**config.mk**
```make
export PLATFORM = sky130hd
export DESIGN_NAME = uart_echo_buffer
export DESIGN_NICKNAME = d
export VERILOG_FILES = /design/src/rtl/uart_echo_pkg.sv /design/src/rtl/echo_ring.sv /design/src/rtl/uart_echo_buffer.sv
export SDC_FILE = /design/constraint.sdc
export NUM_CORES = 1
export LEC_CHECK = 0
export ABC_AREA = 1
export BUFFER_PORTS_ARGS = -buffer_cell sky130_fd_sc_hd__buf_2
export CAP_MARGIN = 20
export CORE_UTILIZATION = 40
export DETAILED_ROUTE_END_ITERATION = 16
export PLACE_DENSITY_LB_ADDON = 0.25
export SYNTH_ARGS = -nofsm -noshare
export SYNTH_HDL_FRONTEND = slang
export SYNTH_SLANG_ARGS = --single-unit
```
**constraint.sdc**
```tcl
create_clock -name clk -period 3.5 [get_ports clk]
set_input_delay 0.525 -clock clk [delete_from_list [all_inputs] [get_ports clk]]
set_output_delay 0.525 -clock clk [all_outputs]
set_load 0.005 [all_outputs]
```
**src/rtl/uart_echo_pkg.sv**
```systemverilog
// Shared constants and helpers for the UART echo buffer.
// Used by the top level and by the ring store.
package uart_echo_pkg;

    localparam int         OVF_W       = 8;
    localparam logic [7:0] DEFAULT_EOL = 8'h0D;

    // Width of a counter that can hold the values 0..depth inclusive.
    function automatic int lvl_w(input int depth);
        return $clog2(depth) + 1;
    endfunction

endpackage

```
**src/rtl/echo_ring.sv**
```systemverilog
// Circular store with independent read/write pointers, an occupancy count, and registered read data.
// o_head exposes the oldest entry combinationally so the caller can inspect the next byte before popping it.
module echo_ring
    import uart_echo_pkg::*;
#(
    parameter int DATA_W = 8,
    parameter int DEPTH  = 16
) (
    input  logic                      clk,
    input  logic                      reset_n,
    input  logic                      i_push,
    input  logic                      i_pop,
    input  logic [DATA_W-1:0]         i_wr_data,
    output logic [DATA_W-1:0]         o_rd_data,
    output logic [DATA_W-1:0]         o_head,
    output logic [lvl_w(DEPTH)-1:0]   o_level,
    output logic [lvl_w(DEPTH)-1:0]   o_level_next,
    output logic                      o_full,
    output logic                      o_empty
);

    localparam int PTR_W = $clog2(DEPTH);
    localparam int LVL_W = lvl_w(DEPTH);

    logic [DATA_W-1:0] r_mem [DEPTH];
    logic [PTR_W-1:0]  r_wr_ptr;
    logic [PTR_W-1:0]  r_rd_ptr;
    logic [LVL_W-1:0]  r_level;
    logic [DATA_W-1:0] r_rd_data;

    logic              w_push;
    logic              w_pop;
    logic [LVL_W-1:0]  w_level_next;

    assign o_full  = (r_level == LVL_W'(DEPTH));
    assign o_empty = (r_level == '0);

    // A write into a full ring is legal only when the oldest entry leaves in the same cycle.
    assign w_pop        = i_pop && !o_empty;
    assign w_push       = i_push && (!o_full || w_pop);
    assign w_level_next = r_level + LVL_W'(w_push) - LVL_W'(w_pop);

    // NOTE: the data array has no reset; stale contents are unreachable because the pointers and level are reset.
    always_ff @(posedge clk) begin
        if (w_push) begin
            r_mem[r_wr_ptr] <= i_wr_data;
        end
    end

    // NOTE: non-blocking assignments let a simultaneous push and pop on the same slot read the old entry.
    always_ff @(posedge clk or negedge reset_n) begin
        if (!reset_n) begin
            r_wr_ptr  <= '0;
            r_rd_ptr  <= '0;
            r_level   <= '0;
            r_rd_data <= '0;
        end else begin
            if (w_push) begin
                r_wr_ptr <= r_wr_ptr + PTR_W'(1);
            end
            if (w_pop) begin
                r_rd_ptr  <= r_rd_ptr + PTR_W'(1);
                r_rd_data <= r_mem[r_rd_ptr];
            end
            r_level <= w_level_next;
        end
    end

    assign o_head       = r_mem[r_rd_ptr];
    assign o_rd_data    = r_rd_data;
    assign o_level      = r_level;
    assign o_level_next = w_level_next;

endmodule

```
**src/rtl/uart_echo_buffer.sv**
```systemverilog
// RX-to-TX loopback buffer with an optional line-buffered release, overflow accounting and fill status.
// It decides when bytes leave the ring and keeps at most one TX request outstanding.
module uart_echo_buffer
    import uart_echo_pkg::*;
#(
    parameter int                DATA_W   = 8,
    parameter int                DEPTH    = 16,
    parameter int                AFULL_TH = 12,
    parameter logic [DATA_W-1:0] EOL      = DATA_W'(DEFAULT_EOL)
) (
    input  logic                      clk,
    input  logic                      reset_n,
    input  logic                      rx_valid,
    input  logic [DATA_W-1:0]         rx_byte,
    input  logic                      line_mode,
    input  logic                      ovf_clr,
    input  logic                      tx_busy,
    output logic                      tx_req,
    output logic [DATA_W-1:0]         tx_byte,
    output logic [lvl_w(DEPTH)-1:0]   level,
    output logic                      almost_full,
    output logic                      overflow,
    output logic [OVF_W-1:0]          ovf_cnt
);

    localparam int               LVL_W   = lvl_w(DEPTH);
    localparam logic [OVF_W-1:0] CNT_MAX = '1;

    logic              r_tx_req;
    logic              r_almost_full;
    logic              r_overflow;
    logic [OVF_W-1:0]  r_ovf_cnt;
    logic [LVL_W-1:0]  r_line_cnt;
    logic              r_force_drain;

    logic              w_full;
    logic              w_empty;
    logic [DATA_W-1:0] w_head;
    logic [LVL_W-1:0]  w_level_next;
    logic              w_release;
    logic              w_pop;
    logic              w_push;
    logic              w_drop;
    logic              w_push_eol;
    logic              w_pop_eol;

    // r_tx_req blocks the cycle after a request, before the UART has had time to raise tx_busy.
    assign w_release  = !w_empty && (!line_mode || (r_line_cnt != '0) || r_force_drain);
    assign w_pop      = w_release && !tx_busy && !r_tx_req;
    assign w_drop     = rx_valid && w_full && !w_pop;
    assign w_push     = rx_valid && !w_drop;
    assign w_push_eol = w_push && (rx_byte == EOL);
    assign w_pop_eol  = w_pop && (w_head == EOL);

    echo_ring #(
        .DATA_W (DATA_W),
        .DEPTH  (DEPTH)
    ) u_ring (
        .clk          (clk),
        .reset_n      (reset_n),
        .i_push       (w_push),
        .i_pop        (w_pop),
        .i_wr_data    (rx_byte),
        .o_rd_data    (tx_byte),
        .o_head       (w_head),
        .o_level      (level),
        .o_level_next (w_level_next),
        .o_full       (w_full),
        .o_empty      (w_empty)
    );

    always_ff @(posedge clk or negedge reset_n) begin
        if (!reset_n) begin
            r_tx_req      <= 1'b0;
            r_almost_full <= 1'b0;
        end else begin
            r_tx_req      <= w_pop;
            r_almost_full <= (w_level_next >= LVL_W'(AFULL_TH));
        end
    end

    // Terminators held in the ring; a line is releasable while at least one is present.
    always_ff @(posedge clk or negedge reset_n) begin
        if (!reset_n) begin
            r_line_cnt <= '0;
        end else begin
            case ({w_push_eol, w_pop_eol})
                2'b10:   r_line_cnt <= r_line_cnt + LVL_W'(1);
                2'b01:   r_line_cnt <= r_line_cnt - LVL_W'(1);
                default: r_line_cnt <= r_line_cnt;
            endcase
        end
    end

    // A full ring with no terminator would never drain in line mode, so flush it once.
    always_ff @(posedge clk or negedge reset_n) begin
        if (!reset_n) begin
            r_force_drain <= 1'b0;
        end else if (w_empty) begin
            r_force_drain <= 1'b0;
        end else if (line_mode && w_full && (r_line_cnt == '0)) begin
            r_force_drain <= 1'b1;
        end
    end

    // A drop in the same cycle as a clear restarts the count at one.
    always_ff @(posedge clk or negedge reset_n) begin
        if (!reset_n) begin
            r_overflow <= 1'b0;
            r_ovf_cnt  <= '0;
        end else if (w_drop) begin
            r_overflow <= 1'b1;
            if (ovf_clr) begin
                r_ovf_cnt <= OVF_W'(1);
            end else if (r_ovf_cnt != CNT_MAX) begin
                r_ovf_cnt <= r_ovf_cnt + OVF_W'(1);
            end
        end else if (ovf_clr) begin
            r_overflow <= 1'b0;
            r_ovf_cnt  <= '0;
        end
    end

    assign tx_req      = r_tx_req;
    assign almost_full = r_almost_full;
    assign overflow    = r_overflow;
    assign ovf_cnt     = r_ovf_cnt;

endmodule

```
==> reports/metrics.yaml, run 1 <==
status: "complete, no violations"
synth_seq_cells: 166
vias: 5013
fp.dieH_um: 137.6
cts_resized: 0
cp_common_cell: "nand2_1"
start_util_pct: 40.92
ant_nets: 0
syn_nets: 726
dp.cells: 954
cp_data_required_time_ns: 3.81
syn_to_final_growth_pct: 14.89
drc: 0
cp_max_fo: 8
critPathSlowestCell: "dfrtp_1"
num-fill-cells: 1654
startpoint_type: "register"
tightest_slew_ns: 1.050
fin_setup_tns_ns: 0
firstDrtPassIters: 5
cts_max_path_buffers: 2
cts_setup_buffers: 0
core_um2: 17960
num_io_pins: 38
syn_inst: 694
grt_max_degree: 42
fin_crit_ns: 3.110
grt_use_met3_pct: 3.826
drt_iter0_markers: 398
diodes: 0
crit_family: "simple AND/OR/NAND/NOR gates"
reg2reg_to: "r_line_cnt[4]$_DFFE_PN0P_"
ys_warn_count: 0
syn_area_um2: 7351
met1_usage_pct: 26.07
hp-class: "in2async"
crit_chain: "inv_1 > ha_1 > nand2_1 > nor2_1 > nand2_1 > nand2_1 > nor2_4 > nor2_4 > inv_2 > nand2_2 > inv_2 > nand3b_1 > ha_1 > ha_1 > nand2_1 > nor2_1 > a211oi_1 > nand2_1 > nand2_1 > nor2_1 > xor2_1"
antenna_found_initial: 0
drive_gt1_share_pct: 13.21
rows: 49
grt_pass1_wl_um: 26770
synthFlopType: "edfxtp_1"
cts-root-buf: "clkbuf_16"
crit_type: "reg2reg"
synth_area_per_cell_um2: 10.59
clock_latency_ns: 0.43
fmax_ghz: 0.3216
yosysSeqAreaShare_pct: 65.23
cts_made_buffers: 17
max_stage_delay_ns: 0.36
cp-end-kind: "register"
setup_viol: 0
hold_viol_final: 0
track_usage_pct: 19.69
htreeDepth: 4
nets: 776
finish.instance_area_um2: 8446
totalWireLength_um: 17120
clock_skew_ns: 0.007636
dp_hpwl_um: 11440
cellPowerDensity_nw_per_um2: 803.7
multi_input_area_um2: 2143
slew_headroom_pct: 29.77
die_w_um: 137.6
max_cap_violations: 0
gr-usage-met2_pct: 31.21
synth_edf_count: 128
grt.busiest_layer: "met2"
post_drt_wl_per_cell_um: 17.36
dieArea_um2: 18920
async_flop_share_pct: 22.89
numClockSinks: 166
postCtsHoldBufs: 0
rsz0062_at_grt: "no"
r2r_setup_slack_ns: 0.39
via_per_inst: 5.084
portBuffers: 37
postPlaceCellArea_um2: 7851
rr_worst_depth: 21
path_buf_inv: 3
synth.distinct_cells: 34
finalMaxSlewViolations: 0
p_leak_nw: 3.504
period_share_pct: 88.85
cts.reportedPaths.clkPinSlew_ns: 0.06
grt_pass1_vias: 4955
cts_tree: "built"
final-instance-count-excl-fill: 986
r2r_start: "u_ring.o_level[2]$_DFF_PN0_"
peakVddDrop_uv: 463.3
worstPathArrival_ns: 3.42
seqCellArea_um2: 4796
grt-ovfl-total: 0
place.gp.congestion: 0.9026
-- per-stage QoR --
stage	worst slack, ns	total power [mW]	hold slack, ns	utilization [%]
2_1_floorplan	0.7622	4.207	0.2294	-
3_3_place_gp	0.4126	4.921	0.4586	43.71
3_5_place_dp	0.3879	4.960	0.4647	43.71
4_1_cts	0.3724	6.840	0.2448	47.02
5_1_grt	0.09895	7.228	0.2856	47.02
6_report	0.3902	6.787	0.2133	47.02
-- sequential cells by signal, summed over array words and instances, names as in the netlist, 4 cells and up --
| register | count |
|---|---|
| u_ring.r_wr_ptr | 4 |
| u_ring.o_level | 5 |
| r_line_cnt | 5 |
| u_ring.o_rd_data | 8 |
| ovf_cnt | 8 |
| u_ring.r_mem | 128 |
| u_ring.r_rd_ptr | 4 |
-- area by class of cell --
| cell class | instances | area share (%) |
|---|---|---|
| Timing Repair Buffer | 58 | 4.356 |
| Sequential cell | 166 | 56.79 |
| Tap cell | 229 | 3.393 |
| Multi-Input combinational cell | 433 | 25.38 |
| Inverter | 68 | 3.052 |
| Clock buffer | 18 | 5.081 |
| Clock inverter | 14 | 1.956 |
-- cell usage after synthesis, types with 2 or more instances --
library cell | number | area [um2]
a21oi_1 | 6 | 30.03
a31oi_1 | 4 | 25.02
buf_2 | 19 | 95.09
buf_6 | 4 | 45.04
clkbuf_1 | 3 | 11.26
clkinv_1 | 2 | 7.510
dfrtp_1 | 38 | 950.9
edfxtp_1 | 128 | 3844
fa_1 | 2 | 40.04
ha_1 | 16 | 200.2
inv_1 | 62 | 232.7
inv_2 | 3 | 11.26
nand2_1 | 143 | 536.8
nand3_1 | 69 | 345.3
nand4_1 | 6 | 37.54
nor2_1 | 100 | 375.4
nor2_4 | 2 | 22.52
nor3_1 | 2 | 10.01
o211ai_1 | 10 | 75.07
o21ai_0 | 42 | 210.2
o21ai_1 | 8 | 40.04
xnor2_1 | 3 | 26.28
xor2_1 | 11 | 96.34
-- kinds of logic (layout without fill, tap and decap cells) --
kind of cell	count (synthesis)	in the layout	share of synthesized area [%]
fa+ha+maj	18	18	3.268
flops	166	166	65.23
buf+inv	95	158	5.617
xor+xnor	14	14	1.668
simple gates	328	328	18.74
compound gates	73	73	5.481
-- cells in the final DEF, fill, tap and decap left out, drive strengths merged, types with 2 or more instances in the layout --
master	instances
a21oi	6
a31oi	4
buf	58
bufinv	2
clkbuf	18
clkinv	5
clkinvlp	2
dfrtp	38
edfxtp	128
fa	2
ha	16
inv	73
nand2	144
nand3	70
nand4	6
nor2	103
nor3	2
o211ai	10
o21ai	50
xnor2	3
xor2	11
-- how the worst max path moves through the flow --
stage	start	endpoint	slack (ns)	depth (start not counted)
after global routing	u_ring.o_level[2]$_DFF_PN0_	r_line_cnt[4]$_DFFE_PN0P_	0.1	21
after floorplan	u_ring.o_level[2]$_DFF_PN0_	r_line_cnt[4]$_DFFE_PN0P_	0.76	21
after CTS	u_ring.o_level[2]$_DFF_PN0_	r_line_cnt[4]$_DFFE_PN0P_	0.37	21
after global placement	u_ring.r_rd_ptr[0]$_DFFE_PN0P_	r_line_cnt[4]$_DFFE_PN0P_	0.41	16
after detailed placement	u_ring.o_level[2]$_DFF_PN0_	r_line_cnt[4]$_DFFE_PN0P_	0.39	21
final	u_ring.o_level[2]$_DFF_PN0_	r_line_cnt[4]$_DFFE_PN0P_	0.39	21
-- metal layers --
layer / share of wire (%) / up-vias
met4: 2.7 / 0
met2: 48 / 126
met1: 44 / 2426
met5: 0 / -
met3: 4.6 / 29
li1: - / 2432
-- power by group --
| part | switching [mW] | total [mW] | internal [mW] |
|---|---|---|---|
| logic | 1.52 | 2.32 | 0.791 |
| registers | 0.173 | 2.60 | 2.43 |
| clock network | 0.796 | 1.87 | 1.07 |
No activity file was read; power rests on OpenSTA's default activity.
==> inputs of run 2 (changes only) <==
--- a/config.mk
+++ b/config.mk
@@ -8,9 +8,8 @@
 export ABC_AREA = 1
 export BUFFER_PORTS_ARGS = -buffer_cell sky130_fd_sc_hd__buf_2
 export CAP_MARGIN = 20
-export CORE_UTILIZATION = 40
+export CORE_UTILIZATION = 30
 export DETAILED_ROUTE_END_ITERATION = 16
-export PLACE_DENSITY_LB_ADDON = 0.25
 export SYNTH_ARGS = -nofsm -noshare
 export SYNTH_HDL_FRONTEND = slang
 export SYNTH_SLANG_ARGS = --single-unit
==> run 2 against run 1 <==
Compared with the run above:
- critical path depth is the same
- utilization shrank 11 points
- worst hold slack gained 0.013 ns
- maximum frequency shrank 0.74%
- register-to-register slack lost 0.02 ns
- final area grew 0.74%
- first-iteration DRC count shrank 0.75%
- via count shrank 2.3%
- clock power shrank 4%
- wire length shrank 2.9%
- combinational power is essentially flat
- critical path type unchanged
- highest routed layer unchanged
==> reports/metrics.yaml, run 2 (synthesis gave the netlist of run 1 again) <==
syn_to_final_growth_pct: 15.74  # was 14.89%
nets: 773  # was 776
final_common_cell: "nand2_1"  # unchanged
diodes: 0  # unchanged
ant_nets: 0  # unchanged
start_util_pct: 30.95  # was 40.92%
cellPowerDensity_nw_per_um2: 788.4  # was 803.7 nW/um2
via_per_inst: 4.566  # was 5.084
totalWireLength_um: 16620  # was 17120 um
fin_crit_ns: 3.133  # was 3.110 ns
setup_viol: 0  # unchanged
max_stage_delay_ns: 0.38  # was 0.36 ns
period_share_pct: 89.52  # was 88.85%
critPathSlowestCell: "dfrtp_1"  # unchanged
fin_setup_tns_ns: 0  # unchanged
htreeDepth: 4  # unchanged
hp-class: "in2async"  # unchanged
clock_skew_ns: 0.009388  # was 0.007636 ns
total_power_mw: 6.708  # was 6.787 mW
top_register: "u_ring.r_mem"  # unchanged
grt_max_degree: 45  # was 42
slew_headroom_pct: 40.33  # was 29.77%
cts.reportedPaths.clkPinSlew_ns: 0.06  # about the same
drive_gt1_share_pct: 12.33  # was 13.21%
final-instance-count-excl-fill: 1073  # was 986
setup_slack_ns: 0.3670  # was 0.3902 ns
largest_reg_flops: 128  # unchanged
track_usage_pct: 14.24  # was 19.69%
grt-ovfl-total: 0  # unchanged
fp.dieH_um: 158.5  # was 137.6 um
hold_viol_final: 0  # unchanged
finalMaxSlewViolations: 0  # unchanged
rows: 56  # was 49
max_cap_violations: 0  # unchanged
p_leak_nw: 3.467  # was 3.504 nW
drt_iter0_markers: 395  # was 398
rsz0062_at_grt: "no"  # unchanged
die_w_um: 158.5  # was 137.6 um
startpoint_type: "register"  # unchanged
core_um2: 23750  # was 17960 um2
postCtsHoldBufs: 0  # unchanged
cts_tree: "built"  # unchanged
cp_common_cell: "nand2_1"  # unchanged
clock_latency_ns: 0.43  # about the same
crit_type: "reg2reg"  # unchanged
dp.cells: 1041  # was 954
numClockSinks: 166  # unchanged
portBuffers: 37  # unchanged
cts_resized: 0  # unchanged
cts_max_path_buffers: 2  # unchanged
dp_hpwl_um: 11000  # was 11440 um
post_drt_wl_per_cell_um: 15.49  # was 17.36 um
mostFrequentLayoutCells: "nand2_1, edfxtp_1, nor2_1"  # unchanged
place.gp.congestion: 0.7967  # was 0.9026
tightest_slew_ns: 0.8951  # was 1.050 ns
grt_pass1_wl_um: 26210  # was 26770 um
cts-root-buf: "clkbuf_16"  # unchanged
antenna_found_initial: 0  # unchanged
crit_chain: "inv_1 > ha_1 > nand2_1 > nor2_1 > nand2_1 > nand2_1 > nor2_4 > nor2_4 > inv_2 > nand2_2 > inv_2 > nand3b_1 > ha_1 > ha_1 > nand2_1 > nor2_1 > a211oi_1 > nand2_1 > nand2_1 > nor2_1 > xor2_1"  # unchanged
firstDrtPassIters: 5  # unchanged
pre_cts_ws_ns: 0.3805  # was 0.3879 ns
fmax_ghz: 0.3192  # was 0.3216 GHz
grt_pass1_vias: 4646  # was 4955
cp_max_fo: 8  # unchanged
vias: 4899  # was 5013
status: "complete, no violations"  # unchanged
cp_data_required_time_ns: 3.81  # about the same
dieArea_um2: 25130  # was 18920 um2
peakVddDrop_uv: 393.4  # was 463.3 uV
cts_setup_buffers: 0  # unchanged
num_io_pins: 38  # unchanged
worstPathArrival_ns: 3.44  # was 3.42 ns
fin_util_pct: 35.82  # was 47.02%
drc: 0  # unchanged
cp-end-kind: "register"  # unchanged
cts_made_buffers: 17  # unchanged
run 2: power by group:
| part | switching, mW | leakage (nW) | internal [mW] |
|---|---|---|---|
| logic | 1.53 | 1.57 | 0.781 |
| clock network | 0.753 | 0.266 | 1.05 |
| registers | 0.162 | 1.63 | 2.43 |
run 2: per-layer routing:
| metal | global-route usage, % | vias to the layer above | part of all wire (%) |
|---|---|---|---|
| met3 | 2.640 | 17 | 3.9 |
| met1 | 19.14 | 2363 | 47 |
| met2 | 22.83 | 85 | 48 |
| met5 | 0 | - | 0 |
| li1 | - | 2434 | - |
| met4 | 5.266 | 0 | 1.7 |
run 2: layout make-up:
type | instances | area [um2]
fill | 2346 | 15240
multi-input combinational | 433 | 2143
clock inverter | 12 | 130.1
inverter | 68 | 257.7
sequential | 166 | 4796
clock buffer | 20 | 436.7
timing repair buffer | 55 | 345.3
tap | 319 | 399.1
run 2: final timing paths:
path	cells after the start	from	slack, ns	to
worst min-delay path	1	reset_n	0.23	u_ring.o_level[3]$_DFF_PN0_
min in group clk	4	tx_busy	0.43	tx_req$_DFF_PN0_
worst min register to register	1	r_line_cnt[4]$_DFFE_PN0P_	0.47	r_line_cnt[4]$_DFFE_PN0P_
worst max register to register	21	u_ring.o_level[2]$_DFF_PN0_	0.37	r_line_cnt[4]$_DFFE_PN0P_
worst max-delay path	21	u_ring.o_level[2]$_DFF_PN0_	0.37	r_line_cnt[4]$_DFFE_PN0P_
max in group asynchronous	1	reset_n	2.66	u_ring.r_rd_ptr[0]$_DFFE_PN0P_
run 2: metrics by stage:
step           hold WS [ns]  area (um2)
2_1_floorplan        0.2294        7351
3_3_place_gp         0.4621        7941
3_5_place_dp         0.4568        7941
4_1_cts              0.2423        8508
5_1_grt              0.2885        8508
6_report             0.2261        8508
run 2: worst max-delay path: cells and delay by family (launching register included):
kind            cells  cell delay, ns
xor+xnor            1            0.13
flops               1            0.38
compound gates      1            0.22
fa+ha+maj           3            0.82
buf+inv             3            0.30
simple gates       13            1.15
==> inputs of run 3 (changes only) <==
--- a/config.mk
+++ b/config.mk
@@ -10,6 +10,7 @@
 export CAP_MARGIN = 20
 export CORE_UTILIZATION = 30
 export DETAILED_ROUTE_END_ITERATION = 16
+export PLACE_DENSITY_LB_ADDON = 0.3
 export SYNTH_ARGS = -nofsm -noshare
 export SYNTH_HDL_FRONTEND = slang
 export SYNTH_SLANG_ARGS = --single-unit
==> run 3 against run 2 <==
Compared with the run above:
- utilization increased by 0.17 points
- die area unchanged
- register-to-register slack got worse by 0.03 ns
- clock power decreased by 2%
- first-iteration DRC count is 1.5% lower
- clock skew up 0.00084 ns
- critical path depth unchanged
- maximum frequency is 1.1% lower
- wire length increased by 5.4%
- cell count rose by 0.75%
==> reports/metrics.yaml, run 3 (synthesis gave the netlist of run 1 again) <==
slew_headroom_pct: 39.80  # was 40.33%
portBuffers: 37  # unchanged
numClockSinks: 166  # unchanged
nets: 781  # was 773
grt_pass1_wl_um: 27370  # was 26210 um
rsz0062_at_grt: "no"  # unchanged
fmax_ghz: 0.3157  # was 0.3192 GHz
cts_setup_buffers: 0  # unchanged
cp-end-kind: "register"  # unchanged
vias: 5055  # was 4899
die_w_um: 158.5  # unchanged
hp-class: "in2async"  # unchanged
r2r_setup_slack_ns: 0.33  # was 0.37 ns
cts-root-buf: "clkbuf_16"  # unchanged
drt_iter0_markers: 389  # was 395
grt_max_degree: 55  # was 45
cp_max_fo: 37  # was 8
setup_viol: 0  # unchanged
cts_max_path_buffers: 2  # unchanged
post_drt_wl_per_cell_um: 16.20  # was 15.49 um
diodes: 0  # unchanged
core_um2: 23750  # unchanged
fin_crit_ns: 3.167  # was 3.133 ns
worstPathArrival_ns: 3.52  # was 3.44 ns
totalWireLength_um: 17520  # was 16620 um
dieArea_um2: 25130  # unchanged
largest_reg_flops: 128  # unchanged
cellPowerDensity_nw_per_um2: 783.2  # was 788.4 nW/um2
rows: 56  # unchanged
fin_setup_tns_ns: 0  # unchanged
fp.dieH_um: 158.5  # unchanged
track_usage_pct: 14.89  # was 14.24%
htreeDepth: 4  # unchanged
grt-ovfl-total: 0  # unchanged
cts.reportedPaths.clkPinSlew_ns: 0.06  # about the same
top_register: "u_ring.r_mem"  # unchanged
p_leak_nw: 3.498  # was 3.467 nW
cp_data_required_time_ns: 3.85  # was 3.81 ns
drc: 0  # unchanged
num_io_pins: 38  # unchanged
hold_viol_final: 0  # unchanged
grt_pass1_vias: 4781  # was 4646
cts_made_buffers: 17  # unchanged
syn_to_final_growth_pct: 16.29  # was 15.74%
finalMaxSlewViolations: 0  # unchanged
clock_latency_ns: 0.43  # about the same
dp_hpwl_um: 11530  # was 11000 um
peakVddDrop_uv: 430.8  # was 393.4 uV
ant_nets: 0  # unchanged
finish.instance_area_um2: 8548  # was 8508 um2
final_common_cell: "nand2_1"  # unchanged
dp.cells: 1049  # was 1041
max_cap_violations: 0  # unchanged
status: "complete, no violations"  # unchanged
num-fill-cells: 2378  # was 2346
cts_tree: "built"  # unchanged
drive_gt1_share_pct: 13.65  # was 12.33%
via_per_inst: 4.676  # was 4.566
startpoint_type: "register"  # unchanged
mostFrequentLayoutCells: "nand2_1, edfxtp_1, nor2_1"  # unchanged
antenna_found_initial: 0  # unchanged
postPlaceCellArea_um2: 7989  # was 7941 um2
crit_type: "reg2reg"  # unchanged
postCtsHoldBufs: 0  # unchanged
period_share_pct: 90.49  # was 89.52%
final-instance-count-excl-fill: 1081  # was 1073
tightest_slew_ns: 0.8996  # was 0.8951 ns
firstDrtPassIters: 5  # unchanged
cts_resized: 0  # unchanged
start_util_pct: 30.95  # unchanged
place.gp.congestion: 0.7769  # was 0.7967
clock_skew_ns: 0.01022  # was 0.009388 ns
-- run 3: where the power goes --
| part | internal [mW] | switching, mW |
|---|---|---|
| Sequential | 2.43 | 0.172 |
| Combinational | 0.785 | 1.55 |
| Clock | 0.979 | 0.781 |
-- run 3: cell type report --
cell class	instances	area [um2]	share of cell area, %
flip-flops and latches	166	4796	56.10
multi-input cells	433	2143	25.07
clock buffers	17	425.4	4.977
well taps	319	399.1	4.669
repair buffers	63	392.9	4.596
inverters	68	257.7	3.015
clock inverters	15	133.9	1.566
-- run 3: final timing paths --
| kind | end | startpoint | depth (start not counted) |
|---|---|---|---|
| min reg2reg | r_line_cnt[4]$_DFFE_PN0P_ | r_line_cnt[4]$_DFFE_PN0P_ | 1 |
| max reg2reg | r_line_cnt[4]$_DFFE_PN0P_ | u_ring.r_rd_ptr[0]$_DFFE_PN0P_ | 21 |
| max | r_line_cnt[4]$_DFFE_PN0P_ | u_ring.r_rd_ptr[0]$_DFFE_PN0P_ | 21 |
| min | tx_req$_DFF_PN0_ | reset_n | 1 |
| max in group asynchronous | u_ring.r_rd_ptr[0]$_DFFE_PN0P_ | reset_n | 1 |
| min in group clk | ovf_cnt[5]$_DFFE_PN0P_ | ovf_clr | 4 |
-- run 3: layer usage --
metal  wire length [um]  track usage (%)  vias to the layer above
li1                   -                -                     2448
met1               7921            19.52                     2474
met2               8649            24.64                      114
met3                692            2.749                       19
met4                252            5.128                        0
met5                  0                0                        -
-- run 3: critical path: stages, from the launching register on --
cell and delay, ns:
dfrtp_2 0.44, inv_4 0.31, buf_4 0.26, nand2_1 0.06, nand2_1 0.05, nand2_1 0.04
nand3_1 0.08, nand3_1 0.11, nand2_1 0.09, inv_1 0.05, nor2_1 0.08, nand3_1 0.09
nor2_1 0.10, ha_1 0.23, inv_1 0.10, fa_1 0.40, nor2_1 0.13, a211oi_1 0.07
nand2_1 0.06, nand2_1 0.04, nor2_1 0.11, xor2_1 0.14
-- run 3: stage by stage --
step                      setup slack [ns]  hold WS, ns  power [mW]  util [%]
after floorplan                     0.7622       0.2294       4.207         -
after global placement              0.3904       0.4657       4.973     33.63
after detailed placement            0.3383       0.4618       4.984     33.63
after CTS                           0.3303       0.2392       6.747     35.99
after global routing              0.003171       0.2972       7.156     35.99
final                               0.3328       0.2175       6.695     35.99
